`config.mk`:
```
export PLATFORM = sky130hd
export DESIGN_NAME = seven_seg_scan_ctrl
export DESIGN_NICKNAME = d
export VERILOG_FILES = /design/src/rtl/seven_seg_pkg.sv /design/src/rtl/seven_segment_decoder.sv /design/src/rtl/seven_seg_scan_ctrl.sv
export SDC_FILE = /design/constraint.sdc
export NUM_CORES = 1
export LEC_CHECK = 0
export ABC_CLOCK_PERIOD_IN_PS = 10200
export CORE_MARGIN = 2
export CORE_UTILIZATION = 50
export DETAILED_ROUTE_END_ITERATION = 10
export PLACE_DENSITY = 0.71
export RECOVER_POWER = 100
export SLEW_MARGIN = 20
export SYNTH_ARGS = -nofsm -noshare
export SYNTH_HDL_FRONTEND = slang
export SYNTH_HIERARCHICAL = 1
export SYNTH_SLANG_ARGS = --single-unit
```
`constraint.sdc`:
```
create_clock -name clk -period 10.2 [get_ports clk]
set_clock_uncertainty 0.2 [all_clocks]
set_input_delay 1.53 -clock clk [delete_from_list [all_inputs] [get_ports clk]]
set_output_delay 1.53 -clock clk [all_outputs]
set_load 0.01 [all_outputs]
```
`src/rtl/seven_seg_pkg.sv`:
```
// Shared types and constants for the seven-segment scan controller.
package seven_seg_pkg;

    typedef enum logic [1:0] {
        IDLE = 2'd0,
        SCAN = 2'd1,
        GAP  = 2'd2
    } scan_state_e;

    localparam logic [6:0] SEG_BLANK = 7'b0000000;

    localparam int NUM_DIGITS_DEFAULT   = 4;
    localparam int REFRESH_DIV_DEFAULT  = 50000;
    localparam int BLANK_CYCLES_DEFAULT = 8;

endpackage

```
`src/rtl/seven_segment_decoder.sv`:
```
// BCD digit to active-high segment pattern (bit0=a .. bit6=g); non-BCD codes show blank.
module seven_segment_decoder
    import seven_seg_pkg::*;
(
    input  logic [3:0] bcd_i,
    output logic [6:0] seg_o
);

    // Pure lookup of the segment pattern for one digit.
    always_comb begin
        seg_o = SEG_BLANK;
        case (bcd_i)
            4'd0: seg_o = 7'b0111111;
            4'd1: seg_o = 7'b0000110;
            4'd2: seg_o = 7'b1011011;
            4'd3: seg_o = 7'b1001111;
            4'd4: seg_o = 7'b1100110;
            4'd5: seg_o = 7'b1101101;
            4'd6: seg_o = 7'b1111101;
            4'd7: seg_o = 7'b0000111;
            4'd8: seg_o = 7'b1111111;
            4'd9: seg_o = 7'b1101111;
            default: seg_o = SEG_BLANK;
        endcase
    end

endmodule

```
`src/rtl/seven_seg_scan_ctrl.sv`:
```
// Multiplexed seven-segment scan controller with a shadow-register load handshake.
// New values are only moved into the display at a frame boundary (or while idle),
// so a frame never mixes old and new digits.
// Optional macro LEADING_ZERO_BLANK_EN suppresses leading zero digits (digit 0 always shown).
//
//   state | meaning
//   IDLE  | scan stopped, all digits dark
//   SCAN  | digit idx lit for REFRESH_DIV cycles
//   GAP   | all digits dark for BLANK_CYCLES cycles before the next digit
module seven_seg_scan_ctrl
    import seven_seg_pkg::*;
#(
    parameter int NUM_DIGITS   = NUM_DIGITS_DEFAULT,
    parameter int REFRESH_DIV  = REFRESH_DIV_DEFAULT,
    parameter int BLANK_CYCLES = BLANK_CYCLES_DEFAULT
) (
    input  logic                    clk,
    input  logic                    rst_n,
    input  logic                    enable,
    input  logic                    load_valid,
    input  logic [4*NUM_DIGITS-1:0] load_data,
    output logic                    load_ready,
    output logic [6:0]              seg,
    output logic [NUM_DIGITS-1:0]   an,
    output logic                    frame_done
);

    localparam int IDX_W   = (NUM_DIGITS > 1) ? $clog2(NUM_DIGITS) : 1;
    localparam int CNT_MAX = (REFRESH_DIV > BLANK_CYCLES) ? REFRESH_DIV : BLANK_CYCLES;
    localparam int CNT_W   = $clog2(CNT_MAX + 1);

    localparam logic [CNT_W-1:0] REF_LOAD = CNT_W'(REFRESH_DIV - 1);
    localparam logic [CNT_W-1:0] BLK_LOAD = CNT_W'(BLANK_CYCLES - 1);
    localparam logic [IDX_W-1:0] IDX_LAST = IDX_W'(NUM_DIGITS - 1);

    scan_state_e                 state_q, state_d;
    logic [IDX_W-1:0]            idx_q, idx_d;
    logic [CNT_W-1:0]            cnt_q, cnt_d;
    logic [NUM_DIGITS-1:0][3:0]  display_q, display_d;
    logic [NUM_DIGITS-1:0][3:0]  shadow_q, shadow_d;
    logic                        pending_q, pending_d;
    logic                        frame_done_q, frame_done_d;
    logic [6:0]                  seg_q, seg_d;
    logic [NUM_DIGITS-1:0]       an_q, an_d;
    logic [NUM_DIGITS-1:0]       blank_mask;
    logic [3:0]                  bcd_sel;
    logic [6:0]                  dec_seg;

    // Decoder sees the digit that will be lit after this edge, so seg can be registered.
    assign bcd_sel = display_d[idx_d];

    seven_segment_decoder u_decoder (
        .bcd_i (bcd_sel),
        .seg_o (dec_seg)
    );

    // Next-state, dwell timer, handshake and display transfer.
    always_comb begin
        state_d      = state_q;
        idx_d        = idx_q;
        cnt_d        = cnt_q;
        display_d    = display_q;
        shadow_d     = shadow_q;
        pending_d    = pending_q;
        frame_done_d = 1'b0;

        if (load_valid && !pending_q) begin
            shadow_d  = load_data;
            pending_d = 1'b1;
        end

        case (state_q)
            IDLE: begin
                if (enable) begin
                    state_d = SCAN;
                    idx_d   = '0;
                    cnt_d   = REF_LOAD;
                end
            end
            SCAN: begin
                if (!enable) begin
                    state_d = IDLE;
                    idx_d   = '0;
                    cnt_d   = '0;
                end else if (cnt_q == '0) begin
                    state_d = GAP;
                    cnt_d   = BLK_LOAD;
                end else begin
                    cnt_d = cnt_q - 1'b1;
                end
            end
            GAP: begin
                if (!enable) begin
                    state_d = IDLE;
                    idx_d   = '0;
                    cnt_d   = '0;
                end else if (cnt_q == '0) begin
                    state_d = SCAN;
                    cnt_d   = REF_LOAD;
                    if (idx_q == IDX_LAST) begin
                        idx_d        = '0;
                        frame_done_d = 1'b1;
                    end else begin
                        idx_d = idx_q + 1'b1;
                    end
                end else begin
                    cnt_d = cnt_q - 1'b1;
                end
            end
            default: begin
                state_d = IDLE;
                idx_d   = '0;
                cnt_d   = '0;
            end
        endcase

        // Pending and accept are mutually exclusive, so this never drops a fresh load.
        if (pending_q && (frame_done_d || state_q == IDLE)) begin
            display_d = shadow_q;
            pending_d = 1'b0;
        end
    end

    // Leading-zero mask: digit k dark when it and every more significant digit are zero.
    always_comb begin
        logic lz;
        blank_mask = '0;
        lz         = 1'b1;
`ifdef LEADING_ZERO_BLANK_EN
        for (int k = NUM_DIGITS - 1; k > 0; k--) begin
            lz            = lz && (display_d[k] == 4'd0);
            blank_mask[k] = lz;
        end
`else
        lz         = 1'b0;
        blank_mask = {NUM_DIGITS{lz}};
`endif
    end

    // Output values matching the state being entered on this edge.
    always_comb begin
        an_d  = '0;
        seg_d = SEG_BLANK;
        if (state_d == SCAN && !blank_mask[idx_d]) begin
            an_d[idx_d] = 1'b1;
            seg_d       = dec_seg;
        end
    end

    // FSM state, datapath and registered outputs.
    always_ff @(posedge clk or negedge rst_n) begin
        if (!rst_n) begin
            state_q      <= IDLE;
            idx_q        <= '0;
            cnt_q        <= '0;
            display_q    <= '0;
            shadow_q     <= '0;
            pending_q    <= 1'b0;
            frame_done_q <= 1'b0;
            seg_q        <= SEG_BLANK;
            an_q         <= '0;
        end else begin
            state_q      <= state_d;
            idx_q        <= idx_d;
            cnt_q        <= cnt_d;
            display_q    <= display_d;
            shadow_q     <= shadow_d;
            pending_q    <= pending_d;
            frame_done_q <= frame_done_d;
            seg_q        <= seg_d;
            an_q         <= an_d;
        end
    end

    assign load_ready = !pending_q;
    assign seg        = seg_q;
    assign an         = an_q;
    assign frame_done = frame_done_q;

endmodule

```
==> run summary <==
run status - finished with violations
largest net degree at the start of global routing - 66
Yosys reg bits - 65
CP Max Fanout - 17
worst setup margin - 4730 ps
worst r2r src - cnt_q[0]
cell taking the most area after synthesis - dfrtp_1
Lkg Pwr - 1.72 nW
Tcrit/Tclk final - 0.536
Final Wtd Congestion - 0.827
Iter 0 DRT Violations - 103
initial core utilization - 0.520
EDFF count, synth - 0
Core ar. - 6390 sq um
min cycle time layout - 5470 ps
router iterations before antenna repair - 4
Min-Delay Path Depth - 1
hold path start - display_q[12]
pwr dens - 209 nW/um^2
Crit path top cell by count - mux2i_1
DR DRC count - 0
busiest grt layer - met2
CTS Buf Count - 9
Hold Crit Class - reg -> reg
Simple-Gate Fraction of Synth Area - 0.130
Root Driver - clkbuf_8
Hold Buf Count CTS - 0
CTS tree - built
Antenna Violating Nets Remaining - 0
post-synthesis cell type count - 47
# resized after CTS - 0
WP data required - 10280 ps
Least-Margin Pin Slew - 3270 ps
Max transition margin - -1.18
GR Util met2 - 0.315
met3 usage - 0.0700
Yosys top cell area share - 0.490
Final Hold Fails - 0
Setup Viol. Count Final - 0
layout cell share with drive strength beyond 1 - 0.131
prevailing post-synth register cell - dfrtp_1
CP Capture Type - register
final wirelength - 6280 microns
gr ovfl total - 0
worst path cell trace - dlygate4sd3_1 > nand3_1 > o41ai_1 > clkbuf_1 > mux2_2 > mux2i_1 > mux2i_1 > inv_1 > ha_1 > nor2_1 > a21oi_1 > o22ai_1 > and2_0
sequential area share after synthesis - 0.490
failing checks - capacitance limit, slew limit
Pins Over Slew Limit - 66
Setup TNS - 0 ps
H-tree levels - 3
DP Worst Slack - 5040 ps
initial antenna violation count - 0
worst skew pair latency - 340 ps
Die Y - 85.5 microns
Synth Instances - 295
slowest stage delay, CP - 910 ps
FP Rows - 29
vias in the first global route - 2212
Tot GR Track Use - 0.191
dpl hpwl - 4360 microns
unrepaired setup endpoints after global routing - false
sink of the worst hold path - display_q[12]
vias per cell - 5.51
Fill cells - 560
xor/xnor share of the synthesized area - 0.0211
I/O Pins - 33
R2R cell count - 15
GRT met1 Usage - 0.233
post-CTS setup buffer count - 0
Max rail drop VDD - 0.000128 V
FF-to-FF setup slack - 5250 ps
Max Cap Viol - 1
total die area - 7310 sq um
clock buffer depth - 2
Compound-Gate Fraction of Synth Area - 0.119
syn_nets - 323
WL/cell - 15.5 microns
Area contributors post-synth - dfrtp_1 49%, mux2_2 7.5%, mux2_4 4.5%, mux2i_1 4.2%, o21ai_0 3.3%
die width - 85.5 microns
Adder-Cell Fraction of Synth Area - 0.0302
number of inserted diodes - 0
Async S/R FF share, synth - 1.00
capturing point of the worst reg2reg path - seg[3]
final net count - 352
Util after Layout - 0.595
largest family of logic cells by synthesized area - multiplexers
vias - 2239
fmax - 183 MHz
post-synthesis mux area share - 0.162
Ys Warns - 6
Worst EP arrival - 5550 ps
Crit-path slowest cell - dlygate4sd3_1
global-route wire length before repair - 10700 microns
Sink Count - 65
mapped cell area - 3320 sq um
post-synthesis area per instance - 11.3 sq um
# port buffers - 32
clock slew at reported path FFs - 70 ps
CP Launch Type - primary input
P&R area growth vs syn - 14.4%
crit path kind - in -> reg
[power by group]
| group | internal [mW] | total, mW | switching (mW) | leakage, nW |
|---|---|---|---|---|
| Sequential | 0.316 | 0.342 | 0.0262 | 0.799 |
| Combinational | 0.102 | 0.203 | 0.101 | 0.809 |
| Clock | 0.150 | 0.247 | 0.0969 | 0.115 |
[how the worst max path moves through the flow]
stage               startpoint     end  slack [ps]  cells after the start
floorplan               enable  seg[0]        6220                     13
global placement        enable  seg[3]        5220                     13
detailed placement      enable  seg[3]        5040                     13
CTS                     enable  seg[3]        5410                     13
global route            enable  seg[3]        4260                     13
finish                  enable  seg[3]        4730                     13
[cell usage in the layout, fill, tap and decap left out, types with 4 or more instances in the layout]
cell	synthesis	final
dfrtp_1	65	65
nor2_1	23	23
o21ai_0	22	22
mux2_2	22	19
clkdlybuf4s50_1	0	16
dlygate4sd3_1	0	15
mux2i_1	14	14
nand2_1	13	13
inv_1	10	12
mux2_1	0	11
clkbuf_8	0	11
nor3_1	9	9
a21oi_1	8	8
ha_1	8	8
nand3_1	6	6
o22ai_1	6	6
a22o_1	6	6
and2_0	0	5
nand2b_1	3	4
xor2_1	4	4
nor2b_1	4	4
xnor2_1	4	4
[flip-flops by register name, indices dropped and copies added, names as in the netlist]
register and count:
cnt_q 16, display_q 16, state_q 2, an 4, pending_q 1, idx_q 2
frame_done 1, shadow_q 16, seg 7
[cells by family (layout without fill, tap and decap cells)]
family / Yosys count / after routing
multiplexers: 46 / 46
adder cells (fa/ha/maj): 8 / 8
AND/OR/NAND/NOR: 80 / 80
buffers and inverters: 29 / 63
XOR/XNOR: 8 / 8
flip-flops: 65 / 65
AO/OA/AOI/OAI: 59 / 59
[layout make-up]
| type | instances | area, sq um | share of cell area |
|---|---|---|---|
| Sequential cell | 65 | 1630 | 0.428 |
| Multi-Input combinational cell | 201 | 1470 | 0.388 |
| Timing Repair Buffer | 35 | 327 | 0.0860 |
| Clock buffer | 11 | 151 | 0.0399 |
| Tap cell | 77 | 96.3 | 0.0254 |
| Clock inverter | 5 | 77.6 | 0.0204 |
| Inverter | 12 | 45.0 | 0.0119 |
[per-stage QoR]
step,hold slack (ps),area [sq um],total power [mW],instances
CTS,298,3870,0.825,406
finish,294,3800,0.792,406
floorplan,262,3320,0.512,295
global placement,277,3640,0.567,390
global route,319,3800,0.843,406
detailed placement,280,3640,0.576,390
[Yosys cell counts (2+ instances only)]
cell,n
and3_1,2
o31ai_1,3
xnor2_1,4
clkbuf_1,11
mux2i_1,14
o21ai_0,22
buf_6,5
a21oi_1,8
ha_1,8
nor3_1,9
o21a_1,2
mux2_4,10
inv_1,10
a22o_1,6
o21bai_1,2
nand2_1,13
o31a_1,2
o22ai_1,6
dfrtp_1,65
and2_1,7
inv_2,2
nor2_1,23
a31oi_1,2
mux2_2,22
nand4_1,2
xor2_1,4
nand3_1,6
nand2b_1,3
nor2b_1,4
[worst max-delay path: cells and delay by family]
kind	cells	cell delay [ps]
buf+inv	3	1880
mux	3	860
compound gates	3	560
simple gates	3	470
fa+ha+maj	1	240
[metal layers]
metal / vias up / share of wire
met1: 1095 / 0.44
met5: - / 0
met4: 0 / 0.011
li1: 1098 / -
met2: 38 / 0.51
met3: 8 / 0.037
Note: power is estimated with default switching activity, not from simulation.
